`src/rtl/eq4_pkg.sv`:
```
// Shared types for the 4-state equality pipeline: opcodes, the {aval,bval}
// encoding of one 4-state bit, and small helpers used by the compare stage.
package eq4_pkg;

    typedef enum logic [1:0] {
        OP_EQ  = 2'd0,
        OP_NE  = 2'd1,
        OP_CEQ = 2'd2,
        OP_CNE = 2'd3
    } op_e;

    // One 4-state bit packed as {aval, bval}.
    localparam logic [1:0] V4_0 = 2'b00;
    localparam logic [1:0] V4_1 = 2'b10;
    localparam logic [1:0] V4_X = 2'b11;
    localparam logic [1:0] V4_Z = 2'b01;

    function automatic int max_w(int wa, int wb);
        return (wa > wb) ? wa : wb;
    endfunction

    // Logical NOT of a 4-state bit; unknowns (x or z) come out as x.
    function automatic logic [1:0] v4_not(logic [1:0] v);
        case (v)
            V4_0:       return V4_1;
            V4_1:       return V4_0;
            V4_X, V4_Z: return V4_X;
            default:    return V4_X;
        endcase
    endfunction

    function automatic logic [1:0] v4_from_bool(logic b);
        return b ? V4_1 : V4_0;
    endfunction

endpackage

```
`src/rtl/eq4_compare_pipe_if.sv`:
```
// Operand/result bundle for the equality pipeline. The master drives operands
// and consumes results; the slave is the pipeline itself.
interface eq4_compare_pipe_if #(
    parameter int WA = 8,
    parameter int WB = 8,
    parameter int CW = 16
);
    logic          in_valid;
    logic          in_ready;
    logic [1:0]    op;
    logic [WA-1:0] a_aval;
    logic [WA-1:0] a_bval;
    logic          a_signed;
    logic [WB-1:0] b_aval;
    logic [WB-1:0] b_bval;
    logic          b_signed;
    logic          out_valid;
    logic          out_ready;
    logic          res_aval;
    logic          res_bval;
    logic [CW-1:0] x_count;

    modport master (
        output in_valid, op, a_aval, a_bval, a_signed, b_aval, b_bval, b_signed, out_ready,
        input  in_ready, out_valid, res_aval, res_bval, x_count
    );

    modport slave (
        input  in_valid, op, a_aval, a_bval, a_signed, b_aval, b_bval, b_signed, out_ready,
        output in_ready, out_valid, res_aval, res_bval, x_count
    );

    modport monitor (
        input in_valid, in_ready, op, a_aval, a_bval, a_signed, b_aval, b_bval, b_signed,
              out_valid, out_ready, res_aval, res_bval, x_count
    );
endinterface

```
`src/rtl/eq4_extend.sv`:
```
// Widens one 4-state operand from WI to WO bits. With sext_i the MSB of both
// planes is replicated (so an x/z sign bit stays x/z); otherwise pad is 0.
module eq4_extend #(
    parameter int WI = 8,
    parameter int WO = 8
) (
    input  logic          sext_i,
    input  logic [WI-1:0] aval_i,
    input  logic [WI-1:0] bval_i,
    output logic [WO-1:0] aval_o,
    output logic [WO-1:0] bval_o
);

    genvar gi;
    generate
        for (gi = 0; gi < WO; gi++) begin : g_bit
            if (gi < WI) begin : g_pass
                assign aval_o[gi] = aval_i[gi];
                assign bval_o[gi] = bval_i[gi];
            end else begin : g_pad
                assign aval_o[gi] = sext_i & aval_i[WI-1];
                assign bval_o[gi] = sext_i & bval_i[WI-1];
            end
        end

        // The widest operand never needs padding, so its sign mode is irrelevant.
        if (WO <= WI) begin : g_noext
            logic unused_sext;
            assign unused_sext = sext_i;
        end
    endgenerate

endmodule

```
`src/rtl/eq4_compare_pipe.sv`:
```
// Two-stage 4-state ==, !=, ===, !== unit with valid/ready on both sides.
// Stage 1 registers width-extended operands; stage 2 registers the result.
module eq4_compare_pipe
    import eq4_pkg::*;
#(
    parameter int WA = 8,
    parameter int WB = 8,
    parameter int CW = 16
) (
    input logic               clk,
    input logic               reset,
    eq4_compare_pipe_if.slave bus
);

    localparam int W = max_w(WA, WB);

    // ---------------- handshake ----------------
    logic s1_valid_q;
    logic s2_valid_q;
    logic s2_load;
    logic s1_load;
    logic in_fire;
    logic out_fire;

    assign s2_load  = ~s2_valid_q | bus.out_ready;
    assign s1_load  = ~s1_valid_q | s2_load;
    // Gated by reset so nothing is accepted into a pipeline that is being cleared.
    assign bus.in_ready = ~reset & s1_load;
    assign in_fire  = bus.in_valid & bus.in_ready;
    assign out_fire = s2_valid_q & bus.out_ready;

    // ---------------- stage 1: extend ----------------
    logic         ext_signed;
    logic [W-1:0] a_aval_ext;
    logic [W-1:0] a_bval_ext;
    logic [W-1:0] b_aval_ext;
    logic [W-1:0] b_bval_ext;

    assign ext_signed = bus.a_signed & bus.b_signed;

    eq4_extend #(.WI(WA), .WO(W)) u_ext_a (
        .sext_i (ext_signed),
        .aval_i (bus.a_aval),
        .bval_i (bus.a_bval),
        .aval_o (a_aval_ext),
        .bval_o (a_bval_ext)
    );

    eq4_extend #(.WI(WB), .WO(W)) u_ext_b (
        .sext_i (ext_signed),
        .aval_i (bus.b_aval),
        .bval_i (bus.b_bval),
        .aval_o (b_aval_ext),
        .bval_o (b_bval_ext)
    );

    op_e          s1_op_q;
    logic [W-1:0] s1_a_aval_q;
    logic [W-1:0] s1_a_bval_q;
    logic [W-1:0] s1_b_aval_q;
    logic [W-1:0] s1_b_bval_q;

    // ---------------- stage 2: compare ----------------
    logic [W-1:0] known_diff;
    logic [W-1:0] unk;
    logic         ident;
    logic [1:0]   eq_v;
    logic [1:0]   res_v;
    logic         res_aval_q, res_aval_d;
    logic         res_bval_q, res_bval_d;
    logic [CW-1:0] x_count_q, x_count_d;

    assign known_diff = ~s1_a_bval_q & ~s1_b_bval_q & (s1_a_aval_q ^ s1_b_aval_q);
    assign unk        = s1_a_bval_q | s1_b_bval_q;
    assign ident      = (s1_a_aval_q == s1_b_aval_q) && (s1_a_bval_q == s1_b_bval_q);

    // A known mismatch anywhere decides == even when other bits are unknown.
    always_comb begin
        eq_v  = (|known_diff) ? V4_0 : ((|unk) ? V4_X : V4_1);
        res_v = eq_v;
        case (s1_op_q)
            OP_EQ:   res_v = eq_v;
            OP_NE:   res_v = v4_not(eq_v);
            OP_CEQ:  res_v = v4_from_bool(ident);
            OP_CNE:  res_v = v4_from_bool(~ident);
            default: res_v = eq_v;
        endcase
        res_aval_d = res_v[1];
        res_bval_d = res_v[0];
    end

    always_comb begin
        x_count_d = x_count_q;
        if (out_fire && res_bval_q && (x_count_q != {CW{1'b1}})) begin
            x_count_d = x_count_q + {{(CW-1){1'b0}}, 1'b1};
        end
    end

    // ---------------- pipeline registers ----------------
    always_ff @(posedge clk) begin
        if (reset) begin
            s1_valid_q  <= 1'b0;
            s1_op_q     <= OP_EQ;
            s1_a_aval_q <= '0;
            s1_a_bval_q <= '0;
            s1_b_aval_q <= '0;
            s1_b_bval_q <= '0;
            s2_valid_q  <= 1'b0;
            res_aval_q  <= 1'b0;
            res_bval_q  <= 1'b0;
            x_count_q   <= '0;
        end else begin
            if (s1_load) begin
                s1_valid_q <= in_fire;
                if (in_fire) begin
                    s1_op_q     <= op_e'(bus.op);
                    s1_a_aval_q <= a_aval_ext;
                    s1_a_bval_q <= a_bval_ext;
                    s1_b_aval_q <= b_aval_ext;
                    s1_b_bval_q <= b_bval_ext;
                end
            end
            // Result registers only move when stage 2 may advance, so a stalled
            // output keeps presenting the same value.
            if (s2_load) begin
                s2_valid_q <= s1_valid_q;
                if (s1_valid_q) begin
                    res_aval_q <= res_aval_d;
                    res_bval_q <= res_bval_d;
                end
            end
            x_count_q <= x_count_d;
        end
    end

    assign bus.out_valid = s2_valid_q;
    assign bus.res_aval  = res_aval_q;
    assign bus.res_bval  = res_bval_q;
    assign bus.x_count   = x_count_q;

endmodule
```
`src/flat_wrapper.sv`:
```
// flat-port wrapper written by rule: the top's interface ports become plain ports
module eq4_compare_pipe_flat import eq4_pkg::*;
#(
    parameter int WA = 8,
    parameter int WB = 8,
    parameter int CW = 16
)
  (clk, reset, bus_in_valid, bus_op, bus_a_aval, bus_a_bval, bus_a_signed, bus_b_aval, bus_b_bval, bus_b_signed, bus_out_ready, bus_in_ready, bus_out_valid, bus_res_aval, bus_res_bval, bus_x_count);
  eq4_compare_pipe_if #(.WA(WA), .WB(WB), .CW(CW)) bus_i ();
  input logic clk;
  input logic reset;
  input wire logic [$bits(bus_i.in_valid)-1:0] bus_in_valid;
  input wire logic [$bits(bus_i.op)-1:0] bus_op;
  input wire logic [$bits(bus_i.a_aval)-1:0] bus_a_aval;
  input wire logic [$bits(bus_i.a_bval)-1:0] bus_a_bval;
  input wire logic [$bits(bus_i.a_signed)-1:0] bus_a_signed;
  input wire logic [$bits(bus_i.b_aval)-1:0] bus_b_aval;
  input wire logic [$bits(bus_i.b_bval)-1:0] bus_b_bval;
  input wire logic [$bits(bus_i.b_signed)-1:0] bus_b_signed;
  input wire logic [$bits(bus_i.out_ready)-1:0] bus_out_ready;
  output wire logic [$bits(bus_i.in_ready)-1:0] bus_in_ready;
  output wire logic [$bits(bus_i.out_valid)-1:0] bus_out_valid;
  output wire logic [$bits(bus_i.res_aval)-1:0] bus_res_aval;
  output wire logic [$bits(bus_i.res_bval)-1:0] bus_res_bval;
  output wire logic [$bits(bus_i.x_count)-1:0] bus_x_count;
  assign bus_i.in_valid = bus_in_valid;
  assign bus_i.op = bus_op;
  assign bus_i.a_aval = bus_a_aval;
  assign bus_i.a_bval = bus_a_bval;
  assign bus_i.a_signed = bus_a_signed;
  assign bus_i.b_aval = bus_b_aval;
  assign bus_i.b_bval = bus_b_bval;
  assign bus_i.b_signed = bus_b_signed;
  assign bus_i.out_ready = bus_out_ready;
  assign bus_in_ready = bus_i.in_ready;
  assign bus_out_valid = bus_i.out_valid;
  assign bus_res_aval = bus_i.res_aval;
  assign bus_res_bval = bus_i.res_bval;
  assign bus_x_count = bus_i.x_count;
  eq4_compare_pipe #(.WA(WA), .WB(WB), .CW(CW)) u_core (.clk(clk), .reset(reset), .bus(bus_i));
endmodule
```
`config.mk`:
```
export PLATFORM = sky130hd
export DESIGN_NAME = eq4_compare_pipe_flat
export DESIGN_NICKNAME = d
export VERILOG_FILES = /design/src/rtl/eq4_pkg.sv /design/src/rtl/eq4_compare_pipe_if.sv /design/src/rtl/eq4_extend.sv /design/src/rtl/eq4_compare_pipe.sv /design/src/flat_wrapper.sv
export SDC_FILE = /design/constraint.sdc
export NUM_CORES = 1
export LEC_CHECK = 0
export ABC_AREA = 1
export ABC_CLOCK_PERIOD_IN_PS = 1500
export CELL_PAD_IN_SITES_DETAIL_PLACEMENT = 1
export CELL_PAD_IN_SITES_GLOBAL_PLACEMENT = 2
export CORE_ASPECT_RATIO = 1.25
export CORE_MARGIN = 10
export CORE_UTILIZATION = 28
export CTS_BUF_LIST = sky130_fd_sc_hd__clkbuf_16
export DETAILED_ROUTE_END_ITERATION = 8
export PLACE_DENSITY_LB_ADDON = 0.1
export SLEW_MARGIN = 20
export SYNTH_ARGS = -nofsm -noshare
export SYNTH_HDL_FRONTEND = slang
export SYNTH_HIERARCHICAL = 1
export SYNTH_SLANG_ARGS = --single-unit
```
`constraint.sdc`:
```
create_clock -name clk -period 1.5 [get_ports clk]
set_input_delay 0.3 -clock clk [delete_from_list [all_inputs] [get_ports clk]]
set_output_delay 0.3 -clock clk [all_outputs]
set_load 0.02 [all_outputs]
```
# [Word level (Yosys, flattened, before mapping)]
# Cells that the tools add are included.
[word_totals] ff_bits=54 word_cells=50 in_bits=40
[classes] bitwise=14 n_mux=6 n_reduce_logical=10 n_eq_ne=9 n_addsub=1
[op_table] operator="$add A16 B1 Y16 const B" count=1
[op_table] operator="$and A8 B8 Y8" count=2
[op_table] operator="$eq A8 B8 Y1" count=2
[op_table] operator="$ne A16 B16 Y1 const B" count=1
[op_table] operator="$not A8 Y8" count=2
[op_table] operator="$reduce_or A8 Y1" count=2
[op_table] operator="$eq A2 B2 Y1 const B" count=4
[op_table] operator="$or A8 B8 Y8" count=1
[op_table] operator="$pmux W2 S4" count=1
[op_table] operator="$xor A8 B8 Y8" count=1
[op_table] operator="$mux W2" count=3
[op_table] operator="$pmux W2 S3" count=1
[op_table] operator="$eq A2 B1 Y1 const B" count=2
[op_table] operator="$logic_not A2 Y1" count=2
[op_table] operator="$reduce_and A2 Y1" count=2
[op_table] operator="$and A1 B1 Y1" count=3
[op_table] operator="$logic_and A1 B1 Y1" count=3
[op_table] operator="$not A1 Y1" count=3
[op_table] operator="$or A1 B1 Y1" count=2
[op_table] operator="$reduce_or A2 Y1" count=1
[op_table] operator="$mux W1" count=1

# [Longest topological paths before layout]
# Gate-level depths: netlist of run 1.
[logic_depth] word_depth=9 mapped_depth=12 mapped_depth_nobuf=12

# [Hierarchy]
# The synthesis of run 1 kept the hierarchy.
[modules_own_cells] module="eq4_compare_pipe" area_per_inst_um2=2680.1 cells_each=379 instances=1 seq_area_each_um2=1081.0
[modules_own_cells] module="eq4_extend" area_per_inst_um2=120.1 cells_each=16 instances=2 seq_area_each_um2=0.0

# [Worst setup path after synthesis of run 1]
# Ideal clock, no wire load.
[synth_path] path_type="flip-flop to flip-flop" from="register u_core.x_count_q[1] (netlist: u_core/bus.x_count[1])" to="register u_core.x_count_q[5] (netlist: u_core/bus.x_count[5])" n_path_buf=1 path_slack_ns=-0.093 path_stages_with_launch=10 setup_ns=0.133 arrival_time_ns=1.460 path_cell_list="dfxtp_1 -> ha_1 -> nand3_1 -> nor2_1 -> nand3_1 -> nand2_2 -> buf_6 -> nor2_1 -> o21ai_1 -> a21oi_1"
[synth_via] elab_chain_len=2 word_cells_on_any_way=3 classes_between="add/sub (1); eq/ne (1); reduce/logical (1)"
[synth_lines] element="from (decl)" line="eq4_compare_pipe.sv:71" rtl="logic [CW-1:0] x_count_q, x_count_d;"
[synth_lines] element="from (signal assigned)" line="eq4_compare_pipe.sv:132" rtl="x_count_q <= x_count_d;"
[synth_lines] element="branches (longest 2 deep; another with $add A16 B1 Y16)"
# Parallel ways; which one is timed is not known.
# A chain may end at the register's enable or synchronous reset.

# [Worst setup path in the final report of run 1]
[layout_path] from="register u_core.x_count_q[1] (netlist: u_core/bus.x_count[1])" to="register u_core.x_count_q[2] (netlist: u_core/bus.x_count[2])"
# Same word-level chain as after synthesis.

==> results.yml, run 1 <==
pwr:
  power.density_mw_per_mm2: 796.2
  vdd_drop_max_mv: 0.4054
  leakage_nw: 1.749
logic_synthesis:
  avgSynthCellArea_um2: 7.122
  synth_area_mm2: 0.002913
  syn_inst: 409
  synth_nets: 458
  yosys_warnings: 6
drt:
  wire_per_inst_um: 13.50
  avgViaCountPerCell: 4.515
  vias: 2691
  ant_nets: 0
  dr.pass1.iters: 4
  initialDrtViolationCount: 45
  finalWirelength_um: 8046
  post-route-drc-count: 0
setup_path:
  crit_arrival_ns: 1.69
  criticalPathCategory: "reg2reg"
  slowest_stage: "dfxtp_2"
  max_stage_delay_ns: 0.36
  critical-path-top-delay-family: "simple AND/OR/NAND/NOR gates"
  path_max_fanout: 8
  critPathBufInv: 1
  crit_required_ns: 1.72
  end_kind: "register"
  crit_chain: "ha_4 -> nand3_4 -> nor2_4 -> nand3_2 -> nand2_4 -> clkinvlp_4 -> nand3_1 -> nand2_1 -> a21oi_1"
  startpoint_type: "register"
outcome:
  status: "finished, final reports clean"
sta:
  final.setup_skew_ns: 0.004895
  final_max_slew_viol_count: 0
  period_share_pct: 98.19
  period_needed_ns: 1.473
  grt_setup_unrepaired: "yes"
  setup_viol: 0
  slew_headroom_pct: 64.70
  clock.fmax_mhz: 679.0
  worst_pin_slew_ns: 0.5295
  hold_violations: 0
final_layout:
  drive_gt1_share_pct: 26.34
  utilization_pct: 39.71
  nFillCells: 1226
  diodes: 0
  final_cell_area_mm2: 0.004034
  fin_nets: 516
  area_growth_pct: 38.49
floorplanning:
  core_mm2: 0.01016
  die_y_um: 134.0
  start_util_pct: 28.68
  rows: 41
  design.die.area_mm2: 0.01491
  boundaryPins: 60
  die_x_um: 111.2
grt:
  overflow: 0
  grt_max_degree: 44
  grt.total_usage_pct: 10.65
  antenna_found_initial: 0
  grt_pass1_vias: 2932
  grt_pass1_wl_um: 13360
clocking:
  clockRootBuffer: "clkbuf_16"
  cts_buffer_depth: 2
  clock_latency_ns: 0.29
  clkSlewWorstSetupHoldPaths_ns: 0.07
  cts_tree: "built"
  htreeDepth: 2
  cts_sinks: 54
  numCtsBuffers: 5
place:
  postPlaceCellArea_mm2: 0.003577
  place.gp.congestion: 0.7761
  dp_hpwl_um: 6096
  portBuffers: 57
run:
  cap_violations: 0
worst_hold_path:
  min_path_type: "in2reg"
state kept, by name (all words and copies together), names as in the netlist, 2 cells and up:
| signal | count |
|---|---|
| u_core/s1_a_bval_q | 8 |
| u_core/s1_op_q | 2 |
| u_core/s1_b_aval_q | 8 |
| u_core/bus.x_count | 16 |
| u_core/s1_a_aval_q | 8 |
| u_core/s1_b_bval_q | 8 |
per-layer routing:
layer	up-vias	track usage, %	wire length [um]
li1	1389	-	-
met1	1261	10.04	3132
met2	35	21.46	4521
met3	6	2.767	285
met4	0	3.433	106
met5	-	0	0
worst paths after layout:
path,start,slack (ns),endpoint,cells after the start
worst max-delay path,u_core/bus.x_count[1]$_SDFFE_PP0P_,0.03,u_core/bus.x_count[2]$_SDFFE_PP0P_,9
worst min-delay path,bus_out_ready,0.43,u_core/bus.out_valid$_SDFFE_PP0P_,5
worst max register to register,u_core/bus.x_count[1]$_SDFFE_PP0P_,0.03,u_core/bus.x_count[2]$_SDFFE_PP0P_,9
worst min register to register,u_core/s1_b_aval_q[2]$_SDFFE_PP0P_,0.49,u_core/s1_b_aval_q[2]$_SDFFE_PP0P_,2
layout make-up:
class / instances / area (um2) / share of cell area, %
Inverter: 62 / 236.5 / 5.862
Clock inverter: 2 / 7.507 / 0.1861
Clock buffer: 5 / 125.1 / 3.102
Timing Repair Buffer: 97 / 888.4 / 22.02
Tap cell: 129 / 161.4 / 4.001
Sequential cell: 54 / 1106 / 27.42
Multi-Input combinational cell: 247 / 1509 / 37.41
what timing repair did:
item / 4_1_cts / 5_1_grt
pin swaps: 7 / 24
cloned: 0 / 0
setup buffers: 2 / 9
hold buffers: 0 / 0
gates resized for setup: 40 / 64
endpoints found under the setup margin: 34 / 47
cells in the final DEF, fill, tap and decap left out, types with 2 or more instances in the layout:
master,count
nor2_2,8
o21ai_1,2
dfxtp_1,38
clkdlybuf4s50_1,36
nand2_2,7
inv_1,46
buf_12,2
o21ai_0,6
inv_2,17
dlygate4sd2_1,18
dfxtp_4,2
nor3_4,2
clkbuf_16,5
nand4_1,6
nand3_4,2
a21oi_2,4
nand3_1,16
o31ai_1,34
a21oi_1,10
nand3_2,4
nand2_1,103
ha_4,9
dfxtp_2,14
buf_4,35
buf_6,4
nor2_4,4
nor2_1,21
power breakdown:
part | switching [mW] | internal, mW
Sequential | 0.0353 | 1.51
Combinational | 0.296 | 0.274
Clock | 0.500 | 0.599
Total | 0.831 | 2.38
through the flow:
stage	hold WS [ns]	TNS [ns]	cells	total power, mW	worst slack (ns)
after floorplan	0.4127	0	409	1.921	0.01569
after global placement	0.4649	-9.618	579	2.078	-0.5502
after detailed placement	0.4700	-10.83	579	2.087	-0.5707
after CTS	0.4811	-0.1014	587	3.230	-0.1014
after global routing	0.4647	-0.5024	596	3.411	-0.1090
final	0.4258	0	596	3.212	0.02720
tightest hold or removal path, delay by kind of cell:
family / cells / cell delay, ns
buffers and inverters: 3 / 0.27
and+or+nand+nor: 1 / 0.07
AOI/OAI and AO/OA: 1 / 0.05
(Power assumes the default switching activity.)
==> inputs of run 2 (changes only) <==
- SETUP_SLACK_MARGIN: unset -> 0.2
==> results.yml, run 2 (synthesis gave the netlist of run 1 again) <==
place:
  portBuffers: 57
  dp_hpwl_um: 6071
  dp_cells: 583
  postPlaceCellArea_mm2: 0.003641
  place.gp.congestion: 0.7335
drt:
  post-route-drc-count: 0
  wire_per_inst_um: 14.95
  finalWirelength_um: 9209
  vias: 2842
  dr.pass1.iters: 4
  ant_nets: 0
  initialDrtViolationCount: 51
  avgViaCountPerCell: 4.614
outcome:
  violations: "negative setup slack"
  status: "finished with violations"
floorplanning:
  core_mm2: 0.01016
  start_util_pct: 28.68
  design.die.area_mm2: 0.01491
  die_x_um: 111.2
  rows: 41
  boundaryPins: 60
  die_y_um: 134.0
setup_path:
  r2r_setup_slack_ns: -0.01
  criticalPathCategory: "reg2reg"
  critPathBufInv: 3
  crit_arrival_ns: 1.75
  end_kind: "register"
  cp.depth: 9
  max_stage_delay_ns: 0.37
  crit_required_ns: 1.74
  slowest_stage: "dfxtp_4"
  path_max_fanout: 3
  crit_chain: "buf_6 -> nand3_4 -> inv_2 -> nand2_4 -> nor2_4 -> nand4_1 -> buf_4 -> o21bai_1 -> and3_1"
  r2r_cells: 9
  r2r_start: "u_core/bus.x_count[0]$_SDFFE_PP0P_"
  critical-path-top-delay-family: "simple AND/OR/NAND/NOR gates"
  r2r_end: "u_core/bus.x_count[11]$_SDFFE_PP0P_"
  startpoint_type: "register"
grt:
  grt.total_usage_pct: 11.39
  grt_max_degree: 45
  antenna_found_initial: 0
  grt_pass1_wl_um: 14030
  grt_pass1_vias: 3057
  overflow: 0
clocking:
  htreeDepth: 2
  clock_latency_ns: 0.30
  clockRootBuffer: "clkbuf_16"
  cts_buffer_depth: 2
  cts_hold_buf: 0
  cts_tree: "built"
  cts_sinks: 54
  clkSlewWorstSetupHoldPaths_ns: 0.07
  numCtsBuffers: 5
sta:
  fin_ws_ns: -0.01265
  grt_setup_unrepaired: "yes"
  worst_pin_slew_ns: 0.5255
  final_max_slew_viol_count: 0
  setup_tns_ns: -0.01265
  hold_violations: 0
  slew_headroom_pct: 64.96
  holdWs_ns: 0.4777
  final.setup_skew_ns: 0.003899
  setup_viol: 1
  clock.fmax_mhz: 661.1
  period_share_pct: 100.8
  period_needed_ns: 1.513
final_layout:
  layout_common_cells: "102 x nand2_1, 43 x inv_1, 43 x buf_4"
  nFillCells: 1264
  drive_gt1_share_pct: 37.58
  largest_reg_flops: 16
  final_cell_area_mm2: 0.004265
  final_common_cell: "nand2_1"
  fin_nets: 535
  area_growth_pct: 46.43
  diodes: 0
  stdcell_count: 616
worst_hold_path:
  min_to: "u_core/bus.out_valid$_SDFFE_PP0P_"
  min-delay-start: "u_core/s1_valid_q$_SDFFE_PP0N_"
  min_path_type: "reg2reg"
  worstHoldPathCells: 2
pwr:
  leakage_nw: 1.833
  vdd_drop_max_mv: 0.3968
  p_total_mw: 3.325
  power.density_mw_per_mm2: 779.6
run:
  cap_violations: 0
[run 2: repair_timing]
item / CTS / global route
resized for setup: 143 / 36
cloned: 0 / 4
endpoints found under the hold margin: 0 / 0
pin swaps: 22 / 24
endpoints found under the setup margin: 72 / 50
setup buffers: 15 / 6
[run 2: layer usage]
layer / vias to the layer above / part of all wire (%) / GRT usage (%)
li1: 1428 / - / -
met1: 1338 / 39 / 10.74
met2: 58 / 56 / 22.80
met3: 18 / 2.8 / 2.722
met4: 0 / 2.4 / 4.363
met5: - / 0 / 0
[run 2: final cells by class]
| type | instances | area [um2] | area share (%) |
|---|---|---|---|
| Multi-Input combinational cell | 247 | 1554 | 36.43 |
| Timing Repair Buffer | 116 | 1054 | 24.70 |
| Tap cell | 129 | 161.4 | 3.784 |
| Inverter | 62 | 232.7 | 5.456 |
| Clock inverter | 3 | 13.76 | 0.3227 |
| Clock buffer | 5 | 125.1 | 2.933 |
| Sequential cell | 54 | 1125 | 26.37 |
[run 2: worst max-delay path by stage]
stage | from | to
after global placement | bus_out_ready | bus_in_ready
final | u_core/bus.x_count[0]$_SDFFE_PP0P_ | u_core/bus.x_count[11]$_SDFFE_PP0P_
after floorplan | u_core/bus.x_count[1]$_SDFFE_PP0P_ | u_core/bus.x_count[10]$_SDFFE_PP0P_
after CTS | u_core/bus.x_count[0]$_SDFFE_PP0P_ | u_core/bus.x_count[5]$_SDFFE_PP0P_
after detailed placement | bus_out_ready | bus_in_ready
after global routing | u_core/bus.x_count[1]$_SDFFE_PP0P_ | u_core/bus.x_count[14]$_SDFFE_PP0P_
[run 2: tightest hold or removal path, delay by kind of cell, from the launching register on]
| family | cells | cell delay [ns] |
|---|---|---|
| AO/OA/AOI/OAI | 1 | 0.06 |
| buffers and inverters | 1 | 0.05 |
| flip-flops | 1 | 0.33 |
[run 2: per-stage QoR]
step	utilization, %	setup slack [ns]
floorplan	-	0.1493
global placement	35.85	-0.5466
detailed placement	35.85	-0.5628
CTS	39.92	0.01731
global route	41.99	-0.1064
finish	41.99	-0.01265
[run 2: power by group]
part	internal [mW]	leakage, nW	switching (mW)
sequential	1.50	0.456	0.0349
combinational	0.306	1.30	0.327
clock	0.609	0.0748	0.544
total	2.42	1.83	0.906
==> inputs of run 3 (changes only) <==
- MAX_ROUTING_LAYER: unset -> met4
==> results.yml, run 3 (synthesis gave the netlist of run 1 again) <==
final_layout:
  fin_nets: 533
  nFillCells: 1262
  largest_reg_flops: 16
  diodes: 0
  final_common_cell: "nand2_1"
  regArea_mm2: 0.001125
  stdcell_count: 614
  layout_common_cells: "99 x nand2_1, 43 x inv_1, 43 x buf_4"
  multi_input_area_mm2: 0.001562
  area_growth_pct: 45.58
  drive_gt1_share_pct: 37.94
  final_cell_area_mm2: 0.004240
setup_path:
  end_kind: "register"
  critical-path-top-delay-family: "simple AND/OR/NAND/NOR gates"
  path_max_fanout: 3
  crit_chain: "buf_6 -> nand3_4 -> inv_2 -> nand2_4 -> nor2_4 -> nand4_1 -> buf_4 -> o21bai_1 -> and3_1"
  critPathBufInv: 3
  crit_arrival_ns: 1.75
  max_stage_delay_ns: 0.37
  slowest_stage: "dfxtp_4"
  crit_required_ns: 1.74
  startpoint_type: "register"
  criticalPathCategory: "reg2reg"
grt:
  overflow: 0
  grt_max_degree: 45
  grt_pass1_vias: 3047
  antenna_found_initial: 0
  grt.total_usage_pct: 11.71
  grt_pass1_wl_um: 14040
floorplanning:
  design.die.area_mm2: 0.01491
  die_x_um: 111.2
  core_mm2: 0.01016
  die_y_um: 134.0
  boundaryPins: 60
  start_util_pct: 28.68
  rows: 41
clocking:
  cts_buffer_depth: 2
  htreeDepth: 2
  cts_sinks: 54
  clkSlewWorstSetupHoldPaths_ns: 0.07
  cts_hold_buf: 0
  cts_tree: "built"
  clock_latency_ns: 0.29
  clockRootBuffer: "clkbuf_16"
  numCtsBuffers: 5
place:
  postPlaceCellArea_mm2: 0.003641
  dp_hpwl_um: 6071
  dp_cells: 583
  place.gp.congestion: 0.7424
  portBuffers: 57
sta:
  period_share_pct: 100.8
  worst_pin_slew_ns: 0.5346
  holdWs_ns: 0.4774
  period_needed_ns: 1.513
  setup_viol: 1
  final_max_slew_viol_count: 0
  grt_setup_unrepaired: "yes"
  slew_headroom_pct: 64.36
  final.setup_skew_ns: 0.004119
  hold_violations: 0
  clock.fmax_mhz: 661.1
  fin_ws_ns: -0.01272
  setup_tns_ns: -0.01272
drt:
  finalWirelength_um: 8991
  post-route-drc-count: 0
  dr.pass1.iters: 4
  ant_nets: 0
  avgViaCountPerCell: 4.586
  wire_per_inst_um: 14.64
  initialDrtViolationCount: 35
  vias: 2816
outcome:
  status: "finished with violations"
  violations: "negative setup slack"
pwr:
  vdd_drop_max_mv: 0.3973
  power.density_mw_per_mm2: 781.0
  p_total_mw: 3.312
  leakage_nw: 1.820
run:
  cap_violations: 0
worst_hold_path:
  min_path_type: "reg2reg"
[run 3: through the flow]
step           util (%)  setup WS (ns)
4_1_cts           39.92        0.01731
6_report          41.75       -0.01272
3_5_place_dp      35.85        -0.5628
2_1_floorplan         -         0.1493
5_1_grt           41.75        -0.1066
3_3_place_gp      35.85        -0.5466
[run 3: final timing paths]
path	startpoint	end	slack, ns	depth (start not counted)
worst max-delay path	u_core/bus.x_count[0]$_SDFFE_PP0P_	u_core/bus.x_count[11]$_SDFFE_PP0P_	-0.01	9
worst min-delay path	u_core/s1_valid_q$_SDFFE_PP0N_	u_core/bus.out_valid$_SDFFE_PP0P_	0.48	2
worst max register to register	u_core/bus.x_count[0]$_SDFFE_PP0P_	u_core/bus.x_count[11]$_SDFFE_PP0P_	-0.01	9
worst min register to register	u_core/s1_valid_q$_SDFFE_PP0N_	u_core/bus.out_valid$_SDFFE_PP0P_	0.48	2
[run 3: repair_timing]
| action | CTS | global route |
|---|---|---|
| gates resized for setup | 143 | 39 |
| buffers inserted | 15 | 6 |
| endpoints found under the setup margin | 72 | 50 |
| cloned | 0 | 2 |
| pin swaps | 22 | 24 |
[run 3: power breakdown]
| group | total (mW) | internal, mW | switching, mW |
|---|---|---|---|
| clock | 1.15 | 0.609 | 0.543 |
| combinational | 0.621 | 0.299 | 0.322 |
| sequential | 1.54 | 1.50 | 0.0347 |
| total | 3.31 | 2.41 | 0.900 |
[run 3: worst min-delay path, stage by stage, from the launching register on]
cell and delay [ns]:
dfxtp_2 0.33, inv_2 0.05, a21oi_1 0.06
[run 3: metal layers]
layer,global-route usage [%],share of wire [%],vias to the layer above
met4,4.363,2.3,0
met1,10.92,39,1324
met3,2.454,2.2,17
li1,-,-,1424
met2,22.80,57,51
met5,-,0,-
[run 3: cell type report]
class	count	share of cell area, %
Multi-Input combinational cell	247	36.83
Sequential cell	54	26.53
Clock inverter	3	0.3246
Timing Repair Buffer	114	24.08
Inverter	62	5.488
Clock buffer	5	2.951
Tap cell	129	3.806
